[src/rtl/mem_bridge_pkg.sv]
// Shared types and constants for the mem_bridge memory-side stage.
// The optional timeout watchdog is enabled with MEM_BRIDGE_TIMEOUT_EN.
package mem_bridge_pkg;

  typedef enum logic [1:0] {
    IDLE      = 2'd0,
    REQ       = 2'd1,
    WAIT_RESP = 2'd2,
    DONE      = 2'd3
  } state_e;

  localparam int XLEN_DEF   = 32;
  localparam int ADDR_W_DEF = 32;

  localparam logic [31:0] TIMEOUT_DATA = 32'h0;

endpackage

[src/rtl/mem_bridge_if.sv]
// Valid/ready request plus response-valid bus toward memory.
// master = bridge side, slave = memory side.
interface mem_bridge_if #(
  parameter int XLEN   = 32,
  parameter int ADDR_W = 32
);

  logic              valid;
  logic              ready;
  logic              we;
  logic [ADDR_W-1:0] adr;
  logic [XLEN-1:0]   wdata;
  logic              rvalid;
  logic [XLEN-1:0]   rdata;

  modport master (
    output valid, we, adr, wdata,
    input  ready, rvalid, rdata
  );

  modport slave (
    input  valid, we, adr, wdata,
    output ready, rvalid, rdata
  );

endinterface

[src/rtl/mem_bridge_watchdog.sv]
// Cycle watchdog for the bridge: counts REQ/WAIT_RESP cycles.
// Only built when MEM_BRIDGE_TIMEOUT_EN is defined.
`ifdef MEM_BRIDGE_TIMEOUT_EN
module bridge_watchdog #(
  parameter int TIMEOUT = 255
) (
  input  logic clk,
  input  logic reset,
  input  logic start_i,
  input  logic run_i,
  output logic expire_o
);

  localparam int CW = $clog2(TIMEOUT + 1);

  logic [CW-1:0] cnt_q;
  logic [CW-1:0] cnt_d;

  always_comb begin
    cnt_d = cnt_q;
    if (start_i)
      cnt_d = '0;
    else if (run_i)
      cnt_d = cnt_q + 1'b1;
  end

  always_ff @(posedge clk) begin
    if (reset)
      cnt_q <= '0;
    else
      cnt_q <= cnt_d;
  end

  // Fires in the TIMEOUT-th busy cycle so the FSM lands in DONE next.
  assign expire_o = run_i && (cnt_q == CW'(TIMEOUT - 1));

endmodule
`endif

[src/rtl/mem_bridge.sv]
// Core-to-memory bridge: latches one access, runs valid/ready + rvalid.
// MEM_BRIDGE_TIMEOUT_EN adds a watchdog abort with sticky bus_err.
module mem_bridge
  import mem_bridge_pkg::*;
#(
  parameter int XLEN    = XLEN_DEF,
  parameter int ADDR_W  = ADDR_W_DEF,
  parameter int TIMEOUT = 255
) (
  input  logic              clk,
  input  logic              reset,
  input  logic              core_req,
  input  logic              core_we,
  input  logic [ADDR_W-1:0] core_adr,
  input  logic [XLEN-1:0]   core_wdata,
  output logic [XLEN-1:0]   core_rdata,
  output logic              core_stall,
  mem_bridge_if.master      mem,
  output logic              bus_err
);

  state_e            state_q;
  logic              valid_q;
  logic              we_q;
  logic [ADDR_W-1:0] adr_q;
  logic [XLEN-1:0]   wdata_q;
  logic [XLEN-1:0]   rdata_q;
  logic              err_q;
  logic              expire;
  logic              busy;

  assign busy = (state_q == REQ) || (state_q == WAIT_RESP);

`ifdef MEM_BRIDGE_TIMEOUT_EN
  bridge_watchdog #(
    .TIMEOUT (TIMEOUT)
  ) u_wdog (
    .clk      (clk),
    .reset    (reset),
    .start_i  ((state_q == IDLE) && core_req),
    .run_i    (busy),
    .expire_o (expire)
  );
`else
  assign expire = 1'b0;
`endif

  always_ff @(posedge clk) begin
    if (reset) begin
      state_q <= IDLE;
      valid_q <= 1'b0;
      we_q    <= 1'b0;
      adr_q   <= '0;
      wdata_q <= '0;
      rdata_q <= '0;
      err_q   <= 1'b0;
    end else begin
      unique case (state_q)
        IDLE: begin
          if (core_req) begin
            state_q <= REQ;
            valid_q <= 1'b1;
            we_q    <= core_we;
            adr_q   <= core_adr;
            wdata_q <= core_wdata;
          end
        end
        REQ: begin
          if (mem.ready) begin
            valid_q <= 1'b0;
            state_q <= we_q ? DONE : WAIT_RESP;
          end else if (expire) begin
            valid_q <= 1'b0;
            state_q <= DONE;
            err_q   <= 1'b1;
            if (!we_q)
              rdata_q <= XLEN'(TIMEOUT_DATA);
          end
        end
        WAIT_RESP: begin
          if (mem.rvalid) begin
            rdata_q <= mem.rdata;
            state_q <= DONE;
          end else if (expire) begin
            state_q <= DONE;
            err_q   <= 1'b1;
            rdata_q <= XLEN'(TIMEOUT_DATA);
          end
        end
        DONE: state_q <= IDLE;
        default: state_q <= IDLE;
      endcase
    end
  end

  // Stall follows the request while reset is held, whatever the state.
  assign core_stall = core_req && (reset || (state_q != DONE));
  assign core_rdata = rdata_q;
  assign bus_err    = err_q;
  assign mem.valid  = valid_q;
  assign mem.we     = we_q;
  assign mem.adr    = adr_q;
  assign mem.wdata  = wdata_q;

endmodule
[src/flat_wrapper.sv]
// flat-port wrapper written by rule: the top's interface ports become plain ports
module mem_bridge_flat import mem_bridge_pkg::*;
#(
  parameter int XLEN    = XLEN_DEF,
  parameter int ADDR_W  = ADDR_W_DEF,
  parameter int TIMEOUT = 255
)
  (clk, reset, core_req, core_we, core_adr, core_wdata, core_rdata, core_stall, bus_err, mem_valid, mem_we, mem_adr, mem_wdata, mem_ready, mem_rvalid, mem_rdata);
  mem_bridge_if #(.XLEN(XLEN), .ADDR_W(ADDR_W)) mem_i ();
  input  logic clk;
  input  logic reset;
  input  logic core_req;
  input  logic core_we;
  input  logic [ADDR_W-1:0] core_adr;
  input  logic [XLEN-1:0] core_wdata;
  output logic [XLEN-1:0] core_rdata;
  output logic core_stall;
  output logic bus_err;
  output wire logic [$bits(mem_i.valid)-1:0] mem_valid;
  output wire logic [$bits(mem_i.we)-1:0] mem_we;
  output wire logic [$bits(mem_i.adr)-1:0] mem_adr;
  output wire logic [$bits(mem_i.wdata)-1:0] mem_wdata;
  input wire logic [$bits(mem_i.ready)-1:0] mem_ready;
  input wire logic [$bits(mem_i.rvalid)-1:0] mem_rvalid;
  input wire logic [$bits(mem_i.rdata)-1:0] mem_rdata;
  assign mem_valid = mem_i.valid;
  assign mem_we = mem_i.we;
  assign mem_adr = mem_i.adr;
  assign mem_wdata = mem_i.wdata;
  assign mem_i.ready = mem_ready;
  assign mem_i.rvalid = mem_rvalid;
  assign mem_i.rdata = mem_rdata;
  mem_bridge #(.XLEN(XLEN), .ADDR_W(ADDR_W), .TIMEOUT(TIMEOUT)) u_core (.clk(clk), .reset(reset), .core_req(core_req), .core_we(core_we), .core_adr(core_adr), .core_wdata(core_wdata), .core_rdata(core_rdata), .core_stall(core_stall), .mem(mem_i), .bus_err(bus_err));
endmodule
[config.mk]
export PLATFORM = sky130hd
export DESIGN_NAME = mem_bridge_flat
export DESIGN_NICKNAME = d
export VERILOG_FILES = /design/src/rtl/mem_bridge_pkg.sv /design/src/rtl/mem_bridge_if.sv /design/src/rtl/mem_bridge_watchdog.sv /design/src/rtl/mem_bridge.sv /design/src/flat_wrapper.sv
export SDC_FILE = /design/constraint.sdc
export NUM_CORES = 1
export LEC_CHECK = 0
export CORE_UTILIZATION = 30
export CTS_CLUSTER_SIZE = 12
export DETAILED_ROUTE_END_ITERATION = 8
export GPL_TIMING_DRIVEN = 0
export PLACE_DENSITY = 0.65
export SLEW_MARGIN = 30
export SYNTH_ARGS = -nofsm -noshare
export SYNTH_HDL_FRONTEND = slang
export SYNTH_SLANG_ARGS = --single-unit
[constraint.sdc]
create_clock -name clk -period 2.3 [get_ports clk]
set_clock_uncertainty 0.2 [all_clocks]
set_input_delay 0.46 -clock clk [delete_from_list [all_inputs] [get_ports clk]]
set_output_delay 0.46 -clock clk [all_outputs]
set_load 0.01 [all_outputs]
==> results of run 1 <==
how the worst max path moves through the flow:
stage                            end     start  cells past startpoint
after floorplan           core_stall     reset                      3
after global placement    core_stall  core_req                      3
final                     core_stall  core_req                      3
after detailed placement  core_stall  core_req                      3
after global routing      core_stall  core_req                      3
after CTS                 core_stall  core_req                      3
flip-flops by register name, indices dropped and copies added, names as in the netlist:
register,flops
u_core.mem.wdata,32
u_core.state_q,2
u_core.mem.we,1
u_core.mem.adr,32
u_core.mem.valid,1
u_core.core_rdata,32
area by class of cell:
| class | instances | area [um2] |
|---|---|---|
| fillers | 1150 | 5510 |
| clock buffers | 13 | 280 |
| plain buffers | 33 | 191 |
| well taps | 143 | 179 |
| flip-flops and latches | 100 | 2000 |
| inverters | 4 | 15.0 |
| multi-input cells | 317 | 1410 |
| repair buffers | 199 | 1990 |
| clock inverters | 1 | 30.0 |
logic make-up after synthesis:
| group | after synthesis | synth area share (%) |
|---|---|---|
| AND/OR/NAND/NOR | 206 | 22.1 |
| AO/OA/AOI/OAI | 106 | 15.4 |
| flip-flops | 100 | 55.3 |
| buffers and inverters | 37 | 5.70 |
| adder cells (fa/ha/maj) | 4 | 1.38 |
| other | 1 | 0.104 |
through the flow:
step / instance area [um2] / power [uW]
detailed placement: 5790 / 4280
global route: 6100 / 6130
global placement: 5790 / 4210
finish: 6100 / 5780
CTS: 6100 / 5860
floorplan: 3620 / 3270
power groups by stage:
stage	registers (uW)	logic, uW	clock network (uW)
floorplan	2340	923	0
global placement	2210	2000	0
detailed placement	2230	2050	0
CTS	2190	2060	1610
global route	2230	2230	1670
finish	2190	2030	1560
synth_stat cells, types with 2 or more instances:
library cell | count | share of area [%]
nand2b_1 | 3 | 0.52
nor2b_1 | 3 | 0.52
dfxtp_1 | 100 | 55
buf_2 | 12 | 1.7
inv_1 | 4 | 0.41
a21oi_2 | 3 | 0.73
clkbuf_1 | 11 | 1.1
buf_4 | 3 | 0.62
a21oi_1 | 96 | 13
ha_1 | 4 | 1.4
buf_6 | 4 | 1.2
buf_1 | 2 | 0.21
nand2_1 | 196 | 20
routing by layer:
metal / vias to the layer above / track usage, % / part of all wire, %
met1: 1664 / 20.2 / 42
li1: 1867 / - / -
met4: 0 / 5.59 / 1.3
met2: 130 / 31.6 / 48
met3: 13 / 6.80 / 8.1
met5: - / 0 / 0
worst max-delay path: stages:
cell             delay, ps
clkdlybuf4s50_1        530
a21boi_0               180
dlygate4sd2_1          310
==> results.cfg, run 1 <==
[status]
status = complete, but fails checks
violations = design-rule violations

[sta]
finalCriticalPeriod_ps = 2150
finalHoldViolations = 0
setup-tns-final_ps = 0
tightest_slew_ps = 577
slew_violations = 0
finalSetupViolCount = 0
grt_setup_unrepaired = no
relSlewSlack_pct = 61.5
setup_slack_ps = 154
finalCritPeriodShare_pct = 93.3
max_freq_mhz = 466
hold_slack_ps = 254

[worst_hold_path]
min_to = u_core.mem.adr[27]
hold_path_class = flip-flop to flip-flop
holdPathStages = 2
min_from = u_core.mem.adr[27]

[pwr]
swShare_pct = 30.8
switching_power_uw = 1780
seqPwrFrac_pct = 37.9
leakage_uw = 0.00223
cellPowerDensity_nw_per_um2 = 948
ir_drop_uv = 567
power.clock.fraction_pct = 27.1
cellInternalPower_uw = 4000
p_comb_share_pct = 35.0

[grt]
grt_usage_pct = 18.1
grt_pass1_vias = 3679
grt_max_degree = 15
gr-total-overflow = 0
grt_pass1_wl_um = 17700
antenna_found_initial = 0

[clocking]
clock_path_buffers = 2
postCtsHoldBufs = 0
cts.sinks = 100
cts.clk_slew.worst_paths_ps = 60
clock_latency_ps = 340
post-cts-setup-buffers = 0
cts_resized = 1
htreeDepth = 3
numCtsBuffers = 9
root_buffer = clkbuf_16
cts_tree = built

[routing]
wl_per_cell_um = 13.6
first_pass_iters = 8
route.detailed.drc = 15
first_iter_violations = 172
viasPerCell = 4.54
vias = 3674
wirelength_um = 11000
postRouteAntennaNets = 0

[synthesis]
seq_area_frac_synth_pct = 55.3
synth_edf_count = 0
synth_area_per_cell_um2 = 7.98
ys.flop_type = dfxtp_1
ys_ff_latch = 100
yosysWarnings = 0
synth_cell_types = 26
ys_async_sr_fraction_pct = 0
syn_area_um2 = 3620
synth.net_count = 560
synthCells = 454

[placement]
post-place-ws_ps = -127
gp_congestion = 0.762
placed_cells = 796
dp_hpwl_um = 8210
io_buffers = 199

[worst_setup_path]
criticalPathCategory = input port to output port
crit_required_ps = 1640
r2r_slack_ps = 480
worst_setup_path_end_kind = output port
r2r.worst_path.cells = 7
crit_arrival_ps = 1490
worstPathMaxFanout = 5
worstSetupStartpointType = input port
rr_endpoint = u_core.mem.wdata[20]
r2r_start = u_core.state_q[1]

[die]
die_h_um = 112
floorplan.initialDensity_pct = 31.2
fp.coreArea_um2 = 11600
fp.dieArea_um2 = 12500
ioPinCount = 202
die-width_um = 112
rows = 39

[cells_and_area]
final_common_cell = clkdlybuf4s50_1
drive_gt1_share_pct = 5.70
final_cell_mix = clkdlybuf4s50_1 (198), nand2_1 (196), dfxtp_1 (100), a21oi_1 (96), buf_2 (12)
nets = 770
n_antenna_cell = 0
stdcell_count = 810
syn_to_final_growth_pct = 68.5
utilization_pct = 52.5

[job]
cap_violations = 0
Power figures use the tool's default switching activity.
==> run 2, diff against run 1 <==
--- a/config.mk
+++ b/config.mk
@@ -5,6 +5,8 @@
 export SDC_FILE = /design/constraint.sdc
 export NUM_CORES = 1
 export LEC_CHECK = 0
+export ABC_AREA = 1
+export CAP_MARGIN = 10
 export CORE_UTILIZATION = 30
 export CTS_CLUSTER_SIZE = 12
 export DETAILED_ROUTE_END_ITERATION = 8
==> results.cfg, run 2 <==
[clocking]
numCtsBuffers = 9
cts.sinks = 100
cts_resized = 3
postCtsHoldBufs = 0
post-cts-setup-buffers = 0
root_buffer = clkbuf_16
htreeDepth = 3
cts.clk_slew.worst_paths_ps = 60
cts_tree = built
clock_latency_ps = 340
clock_path_buffers = 2

[grt]
grt_max_degree = 20
gr-total-overflow = 0
grt_pass1_vias = 3528
grt_pass1_wl_um = 16900
grt_usage_pct = 17.1
antenna_found_initial = 0

[synthesis]
synth_area_per_cell_um2 = 7.87
seq_area_frac_synth_pct = 55.2
ys_ff_latch = 100
yosys-top-cells-area = dfxtp_1 (55%), nor2_1 (19%), o21ai_0 (11%), o21ai_1 (2.5%), buf_6 (1.9%)
ys_async_sr_fraction_pct = 0
yosys.area_share.simple_pct = 22.9
synthAdderAreaFrac_pct = 1.38
syn_area_um2 = 3630
synthTopCellsByCount = nor2_1 (185), dfxtp_1 (100), o21ai_0 (79), o21ai_1 (18), nand2_1 (13)
synth.most_common_cell = nor2_1
ys.flop_type = dfxtp_1
yosysWarnings = 0
synth_top_area_share_pct = 55.2
synth.net_count = 567
synth_cell_types = 19
synth_compound_area_share_pct = 13.9
synthCells = 461
synth_area_leader_cell = dfxtp_1
muxShareOfSynthArea_pct = 0
synth_edf_count = 0
synthXorXnorAreaFrac_pct = 0
synth_top_family_by_area = simple AND/OR/NAND/NOR gates

[pwr]
leakage_uw = 0.00237
p_comb_share_pct = 41.0
cellInternalPower_uw = 4260
cellPowerDensity_nw_per_um2 = 1050
swShare_pct = 32.7
power.clock.fraction_pct = 20.6
seqPwrFrac_pct = 38.4
ir_drop_uv = 520
switching_power_uw = 2070

[worst_hold_path]
hold_path_class = flip-flop to flip-flop

[cells_and_area]
final_cell_mix = clkdlybuf4s50_1 (198), nor2_1 (185), dfxtp_1 (100), o21ai_0 (79), o21ai_1 (18)
drive_gt1_share_pct = 6.24
nets = 777
stdcell_count = 816
fill_cells = 1146
syn_to_final_growth_pct = 66.6
multiInputGateArea_um2 = 1390
seq_area_um2 = 2000
final_common_cell = clkdlybuf4s50_1
n_antenna_cell = 0

[die]
ioPinCount = 202
die-width_um = 112
die_h_um = 112
rows = 39
floorplan.initialDensity_pct = 31.2
fp.dieArea_um2 = 12500
fp.coreArea_um2 = 11600

[worst_setup_path]
crit_required_ps = 1640
worst_setup_path_end_kind = output port
criticalPathCategory = input port to output port
worstSetupStartpointType = input port
crit_arrival_ps = 1480
worstPathMaxFanout = 19

[routing]
first_iter_violations = 180
viasPerCell = 4.42
vias = 3610
first_pass_iters = 6
route.detailed.drc = 13
postRouteAntennaNets = 0
wl_per_cell_um = 12.6
wirelength_um = 10300

[sta]
hold_slack_ps = 264
setup-tns-final_ps = 0
finalHoldViolations = 0
max_freq_mhz = 466
finalCritPeriodShare_pct = 93.3
slew_violations = 0
finalCriticalPeriod_ps = 2140
finalSetupViolCount = 0
grt_setup_unrepaired = no

[placement]
dp_hpwl_um = 7820
io_buffers = 200
placed_cells = 804
gp_congestion = 0.816

[status]
status = complete, but fails checks
violations = design-rule violations

[job]
cap_violations = 0
-- run 2: changes by cell type after synthesis, sizes merged, moves of 2 or more --
| cell | delta |
|---|---|
| nor2 | +195 |
| nand2 | -182 |
| o21ai | +96 |
| a21oi | -95 |
| inv | +7 |
| buf | -5 |
| nand3 | +4 |
| clkbuf | +3 |
| nand2b | -3 |
| nor2b | -3 |
| and2 | -2 |
-- run 2: kinds of logic (layout without fill, tap and decap cells) --
family          after synthesis  after routing
compound gates              101            101
fa+ha+maj                     4              4
buf+inv                      42            254
flops                       100            100
other cells                   1              1
simple gates                213            213
-- run 2: layout make-up --
cell class | count | share of cell area [%]
Clock buffer | 13 | 3.98
Tap cell | 143 | 2.96
Sequential cell | 100 | 33.1
Multi-Input combinational cell | 319 | 23.0
Timing Repair Buffer | 200 | 33.1
Inverter | 11 | 0.725
Buffer | 30 | 3.11
-- run 2: path summary, 6_finish.rpt --
check                              end  cells past startpoint               from  slack, ps
hold reg to reg       u_core.mem.valid                      2   u_core.mem.valid        260
hold / removal        u_core.mem.valid                      2   u_core.mem.valid        260
setup reg to reg  u_core.mem.wdata[14]                      7  u_core.state_q[0]        540
setup / recovery            core_stall                      5              reset        160
-- run 2: power groups by stage --
stage	logic (uW)	registers [uW]	clock network (uW)
finish	2590	2430	1310
global route	2870	2500	1420
CTS	2630	2430	1350
detailed placement	2630	2470	0
global placement	2590	2450	0
floorplan	1120	2660	0
-- run 2: stage by stage --
stage                     setup WS (ps)  util [%]  total power [uW]  area [um2]
after CTS                           137      52.0              6420        6040
after detailed placement           -576      50.0              5090        5810
after global routing               89.9      52.0              6790        6040
final                               155      52.0              6330        6040
after global placement             -577      50.0              5030        5810
after floorplan                     648         -              3770        3630
-- run 2: routing by layer --
| layer | up-vias | part of all wire (%) | track usage [%] | wire length [um] |
|---|---|---|---|---|
| met3 | 15 | 9.1 | 5.12 | 939 |
| met1 | 1581 | 43 | 20.6 | 4390 |
| met2 | 132 | 46 | 27.9 | 4750 |
| li1 | 1882 | - | - | - |
| met4 | 0 | 2.1 | 8.00 | 213 |
| met5 | - | 0 | 0 | 0 |
-- run 2: worst max-delay path, cell delays in order --
cell and delay (ps):
dlygate4sd2_1 310, inv_4 110, buf_6 170, a21oi_1 120, dlygate4sd2_1 310
==> run 3, diff against run 2 <==
--- a/config.mk
+++ b/config.mk
@@ -7,6 +7,7 @@
 export LEC_CHECK = 0
 export ABC_AREA = 1
 export CAP_MARGIN = 10
+export CORE_MARGIN = 1.5
 export CORE_UTILIZATION = 30
 export CTS_CLUSTER_SIZE = 12
 export DETAILED_ROUTE_END_ITERATION = 8
==> results.cfg, run 3 (same netlist as run 2, synthesis figures left out) <==
[worst_hold_path]
min_from = u_core.mem.valid
hold_path_class = flip-flop to flip-flop
holdPathStages = 2

[clocking]
numCtsBuffers = 9
root_buffer = clkbuf_16
postCtsHoldBufs = 0
clock_path_buffers = 2
cts_tree = built
cts.clk_slew.worst_paths_ps = 60
htreeDepth = 3
cts.sinks = 100
clock_latency_ps = 330

[pwr]
swShare_pct = 32.8
switching_power_uw = 2130
cellInternalPower_uw = 4370
power.clock.fraction_pct = 22.5
leakage_uw = 0.00239
seqPwrFrac_pct = 37.4
cellPowerDensity_nw_per_um2 = 1070
ir_drop_uv = 540
p_comb_share_pct = 40.1

[worst_setup_path]
worst_setup_path_end_kind = output port
r2r_start = u_core.state_q[0]
r2r.worst_path.cells = 7
r2r_slack_ps = 540
criticalPathCategory = input port to output port
worstSetupStartpointType = input port
crit_path_end = core_stall
rr_endpoint = u_core.mem.wdata[16]
crit_arrival_ps = 1500
crit_start = reset
worstPathMaxFanout = 19
crit_required_ps = 1640

[grt]
antenna_found_initial = 0
gr-total-overflow = 0
grt_pass1_vias = 3605
grt_max_degree = 20
grt_usage_pct = 16.5
grt_pass1_wl_um = 16900

[die]
floorplan.initialDensity_pct = 31.2
die-width_um = 113
fp.coreArea_um2 = 11600
rows = 39
ioPinCount = 202
die_h_um = 113
fp.dieArea_um2 = 12800

[cells_and_area]
fill_cells = 1118
n_antenna_cell = 0
drive_gt1_share_pct = 7.10
nets = 777
final_cell_mix = clkdlybuf4s50_1 (198), nor2_1 (185), dfxtp_1 (100), o21ai_0 (79), o21ai_1 (18)
final_common_cell = clkdlybuf4s50_1
syn_to_final_growth_pct = 68.0

[sta]
finalSetupViolCount = 0
finalCritPeriodShare_pct = 93.7
grt_setup_unrepaired = no
finalCriticalPeriod_ps = 2160
finalHoldViolations = 0
slew_violations = 0
max_freq_mhz = 464
setup-tns-final_ps = 0
hold_slack_ps = 273

[placement]
gp_congestion = 0.795
dp_hpwl_um = 8050
io_buffers = 200

[routing]
viasPerCell = 4.46
vias = 3651
first_pass_iters = 4
route.detailed.drc = 0
wirelength_um = 10600
wl_per_cell_um = 12.9
postRouteAntennaNets = 0
first_iter_violations = 162

[job]
cap_violations = 0

[status]
status = complete, no violations
-- run 3: cell count changes in the layout (fill, tap and decap cells not counted), sizes merged --
cell,delta
clkinv,+1
clkinvlp,+2
-- run 3: power by group through the flow --
stage | Combinational, uW | Clock [uW] | Sequential [uW]
6_report | 2610 | 1460 | 2430
5_1_grt | 2880 | 1580 | 2490
4_1_cts | 2640 | 1500 | 2430
3_5_place_dp | 2630 | 0 | 2470
3_3_place_gp | 2590 | 0 | 2450
2_1_floorplan | 1120 | 0 | 2660
-- run 3: area by class of cell --
cell class                 instances  area [um2]  area share [%]
inverter                          11        43.8           0.719
sequential                       100        2000            32.9
buffer                            30         188            3.08
clock inverter                     3        20.0           0.329
tap                              143         179            2.94
multi-input combinational        319        1390            22.8
clock buffer                      13         270            4.44
timing repair buffer             200        2000            32.8
-- run 3: critical path, cell delays in order --
cell and delay [ps]:
dlygate4sd2_1 310, inv_4 110, buf_6 180, a21oi_1 130
dlygate4sd2_1 300
-- run 3: per-stage QoR --
step / total power (uW) / worst slack, ps / std cells / util [%] / area [um2]
floorplan: 3770 / 648 / 461 / - / 3630
global placement: 5030 / -583 / 804 / 50.0 / 5810
detailed placement: 5100 / -600 / 804 / 50.0 / 5810
CTS: 6570 / 130 / 819 / 52.5 / 6090
global route: 6950 / 67.5 / 819 / 52.5 / 6090
finish: 6500 / 144 / 819 / 52.5 / 6090
-- run 3: what timing repair did --
action / 4_1_cts / 5_1_grt
buffers inserted: 0 / 0
gates resized for setup: 3 / 0
setup endpoints to repair: 1 / 0
-- run 3: routing by layer --
layer	part of all wire [%]	vias to the layer above	GRT usage [%]
met5	0	-	0
met4	2.1	0	6.50
met3	8.2	17	5.25
met2	44	130	27.6
met1	45	1625	19.9
li1	-	1879	-
-- run 3: worst min-delay path by stage --
stage / to / slack (ps)
6_report: u_core.mem.valid / 270
5_1_grt: u_core.mem.valid / 290
4_1_cts: u_core.mem.valid / 270
3_5_place_dp: u_core.mem.valid / 260
3_3_place_gp: u_core.mem.valid / 250
2_1_floorplan: u_core.mem.valid / 280
==> variant 1: new RTL, settings of run 1 <==
Change the package constant `XLEN_DEF` from 32 to 64.
--- a/src/rtl/mem_bridge_pkg.sv
+++ b/src/rtl/mem_bridge_pkg.sv
@@ -11,3 +11,3 @@
 
-  localparam int XLEN_DEF   = 32;
+  localparam int XLEN_DEF   = 64;
   localparam int ADDR_W_DEF = 32;
Interface: changed (resized core_rdata, core_wdata, mem_rdata and mem_wdata); port bits go from 202 to 330. The function was not compared with the original's and may differ.
==> variant 1 against run 1 <==
Non-clock buffer count grew 148; worst setup slack worse by 33 ps; power is 61% higher; synthesized area up 59%; routed wire length up 78%; cell count up 63%; worst hold slack worse by 2.7 ps; sequential cell count rose by 64; cell area rose by 62%; largest cell class unchanged.
==> variant 1: results <==
export IMPL_cts_root_buffer_cell="clkbuf_16"
export IMPL_worstPathArrival_ps=1520
export IMPL_status="finished clean"
export IMPL_cts_buffers=17
export IMPL_dp_hpwl_mm=14.92
export IMPL_first_iter_violations=156
export IMPL_nMultiInputCombCells=509
export IMPL_grt_pass1_wl_mm=30.10
export IMPL_setup_ws_ps=121.0
export IMPL_dpl_cell_area_sq_mm=0.009318
export IMPL_synth_seq_area_share=0.5708
export IMPL_clock_tree_area_fraction=0.05675
export IMPL_grt_max_degree=17
export IMPL_vias=5869
export IMPL_routed_wl_mm=19.60
export IMPL_synthTopCellsByCount="nand2_1 (324), dfxtp_1 (164), a21oi_1 (163), clkbuf_1 (30), buf_2 (17)"
export IMPL_synth_cell_types=22
export IMPL_min_to="u_core.mem.wdata[16]$_SDFFE_PP0P_"
export IMPL_hold_viol_final=0
export IMPL_clkLatencyLatePin_ps=410
export IMPL_hp_start="u_core.mem.wdata[16]$_SDFFE_PP0P_"
export IMPL_p_leak_uw=0.003566
export IMPL_n_all_buffers=380
export IMPL_sw_frac_of_total=0.3175
export IMPL_grt_pass1_vias=5672
export IMPL_fin_hold_ws_ps=251.5
export IMPL_tightestPinTransition_ps=620.0
export IMPL_fillers=1812
export IMPL_vdd_drop_max_mv=0.4937
export IMPL_buf_share=0.3570
export IMPL_nClkBuffers=20
export IMPL_syn_nets=900
export IMPL_place_congestion=0.7714
export IMPL_synth_area_top_cells="dfxtp_1 (57%), nand2_1 (21%), a21oi_1 (14%)"
export IMPL_final_nets=1246
export IMPL_firstDrtPassIters=4
export IMPL_grtUsageTotal=0.1984
export IMPL_net_switching_power_uw=2950
export IMPL_rows=50
export IMPL_cts_htree_levels=4
export IMPL_pre_cts_ws_ps=-176.0
export IMPL_layout_drive_gt1_share=0.04871
export IMPL_avgSynthCellArea_sq_um=7.879
export IMPL_p_seq_frac=0.380
export IMPL_multi_input_area_share=0.2227
export IMPL_rrSetupSlack_ps=260
==> variant 1: cell types whose count changed after synthesis, moves of 3 or more <==
| cell | before | now |
|---|---|---|
| buf_2 | 12 | 17 |
| clkbuf_1 | 11 | 30 |
| a21oi_2 | 3 | 0 |
| dfxtp_1 | 100 | 164 |
| a21oi_1 | 96 | 163 |
| nand2_1 | 196 | 324 |
==> variant 1: cells by family (layout without fill, tap and decap cells) <==
logic type,Yosys count,count (layout),synth area share
AO/OA/AOI/OAI,170,170,0.1510
adder cells (fa/ha/maj),4,4,0.008702
buffers and inverters,57,415,0.04677
flip-flops,164,164,0.5708
other,1,1,0.0006520
AND/OR/NAND/NOR,334,334,0.2221
==> variant 1: metal layers <==
metal,up-vias,global-route usage,part of all wire
met5,-,0,0.00066
li1,3027,-,-
met4,2,0.06522,0.017
met3,24,0.07966,0.095
met1,2587,0.2216,0.40
met2,229,0.3432,0.48
==> variant 2: new RTL, flow settings as in run 1 <==
Without the edit above. The 4 states of `state_e` get a one-hot encoding in 4 bits.
--- a/src/rtl/mem_bridge_pkg.sv
+++ b/src/rtl/mem_bridge_pkg.sv
@@ -4,7 +4,7 @@
 
-  typedef enum logic [1:0] {
-    IDLE      = 2'd0,
-    REQ       = 2'd1,
-    WAIT_RESP = 2'd2,
-    DONE      = 2'd3
+  typedef enum logic [3:0] {
+    IDLE      = 4'b0001,
+    REQ       = 4'b0010,
+    WAIT_RESP = 4'b0100,
+    DONE      = 4'b1000
   } state_e;
Function: no difference found for any inputs over 10 cycles, from zero or initial values and one cycle with reset high; not proved beyond that.
==> variant 2 against run 1 <==
First-iteration DRC count shrank 49%; sequential cell count increased by 2; routed wire length grew 15%; synthesized area rose by 27%; largest power group unchanged; critical path type unchanged; cell area rose by 18%; sequential power is 13% lower; critical endpoint unchanged; via count up 2.5%; maximum frequency up 0.58%; worst hold slack improved by 19 ps; power fell by 23%; combinational power is 63% lower; sequential share of layout area decreased by 4.4 points; synthesized cell count unchanged; worst setup slack gained 12 ps.
==> variant 2: results <==
export IMPL_fillers=1394
export IMPL_synth_cell_types=25
export IMPL_avgSynthCellArea_sq_um=10.16
export IMPL_synth_seq_area_share=0.4425
export IMPL_cts_resized=2
export IMPL_cp_max_fo=4
export IMPL_place_congestion=0.7282
export IMPL_fin_hold_ws_ps=273.5
export IMPL_synth_mux_area_frac=0.2104
export IMPL_worstPathArrival_ps=1470
export IMPL_synthArstFlopShare=0
export IMPL_min_to="u_core.mem.adr[7]$_SDFFE_PP0P_"
export IMPL_layout_drive_gt1_share=0.04641
export IMPL_rrSetupSlack_ps=540
export IMPL_grt_pass1_wl_mm=20.27
export IMPL_final_nets=765
export IMPL_first_iter_violations=88
export IMPL_cts_buffers=9
export IMPL_dp_hpwl_mm=9.500
export IMPL_routed_wl_mm=12.70
export IMPL_p_leak_uw=0.002618
export IMPL_pre_cts_ws_ps=-611.5
export IMPL_dpl_cell_area_sq_mm=0.006837
export IMPL_firstDrtPassIters=4
export IMPL_grt_max_degree=20
export IMPL_max_freq_ghz=0.4686
export IMPL_syn_nets=556
export IMPL_synth_compound_area_frac=0.01030
export IMPL_vdd_drop_max_mv=0.4469
export IMPL_status="finished clean"
export IMPL_synth_area_top_cells="dfxtp_1 (44%), nand2b_1 (27%), mux2i_1 (21%)"
export IMPL_synth_fa_ha_area_frac=0
export IMPL_synthTopCellsByCount="nand2b_1 (196), dfxtp_1 (102), mux2i_1 (97), clkbuf_1 (22), buf_4 (6)"
export IMPL_r2r_end="u_core.mem.adr[13]$_SDFFE_PP0P_"
export IMPL_grt_pass1_vias=4073
export IMPL_vias=3765
==> variant 2: cell types whose count changed in the layout (fill, tap and decap cells not counted), moves of 10 or more <==
cell,delta
nand2_1,-196
a21oi_1,-93
clkbuf_1,+11
mux2i_1,+97
buf_2,-10
nand2b_1,+193
==> variant 2: power breakdown <==
part	internal, uW	switching [uW]	total [uW]
combinational	476	284	760
sequential	1860	50.2	1910
clock	1130	671	1800
total	3460	1000	4460
==> variant 2: routing by layer <==
layer | global-route usage | routed length [um] | share of wire
met5 | 0 | 0 | 0
met4 | 0.05103 | 144 | 0.011
met3 | 0.05735 | 916 | 0.072
met2 | 0.2889 | 6078 | 0.48
met1 | 0.1834 | 5562 | 0.44
==> variant 2: area by class of cell <==
type | instances | share of cell area
inverters | 2 | 0.001045
multi-input cells | 314 | 0.3259
clock inverters | 3 | 0.01254
well taps | 184 | 0.03205
repair buffers | 199 | 0.2771
flip-flops and latches | 102 | 0.2843
clock buffers | 13 | 0.03623
plain buffers | 35 | 0.03083
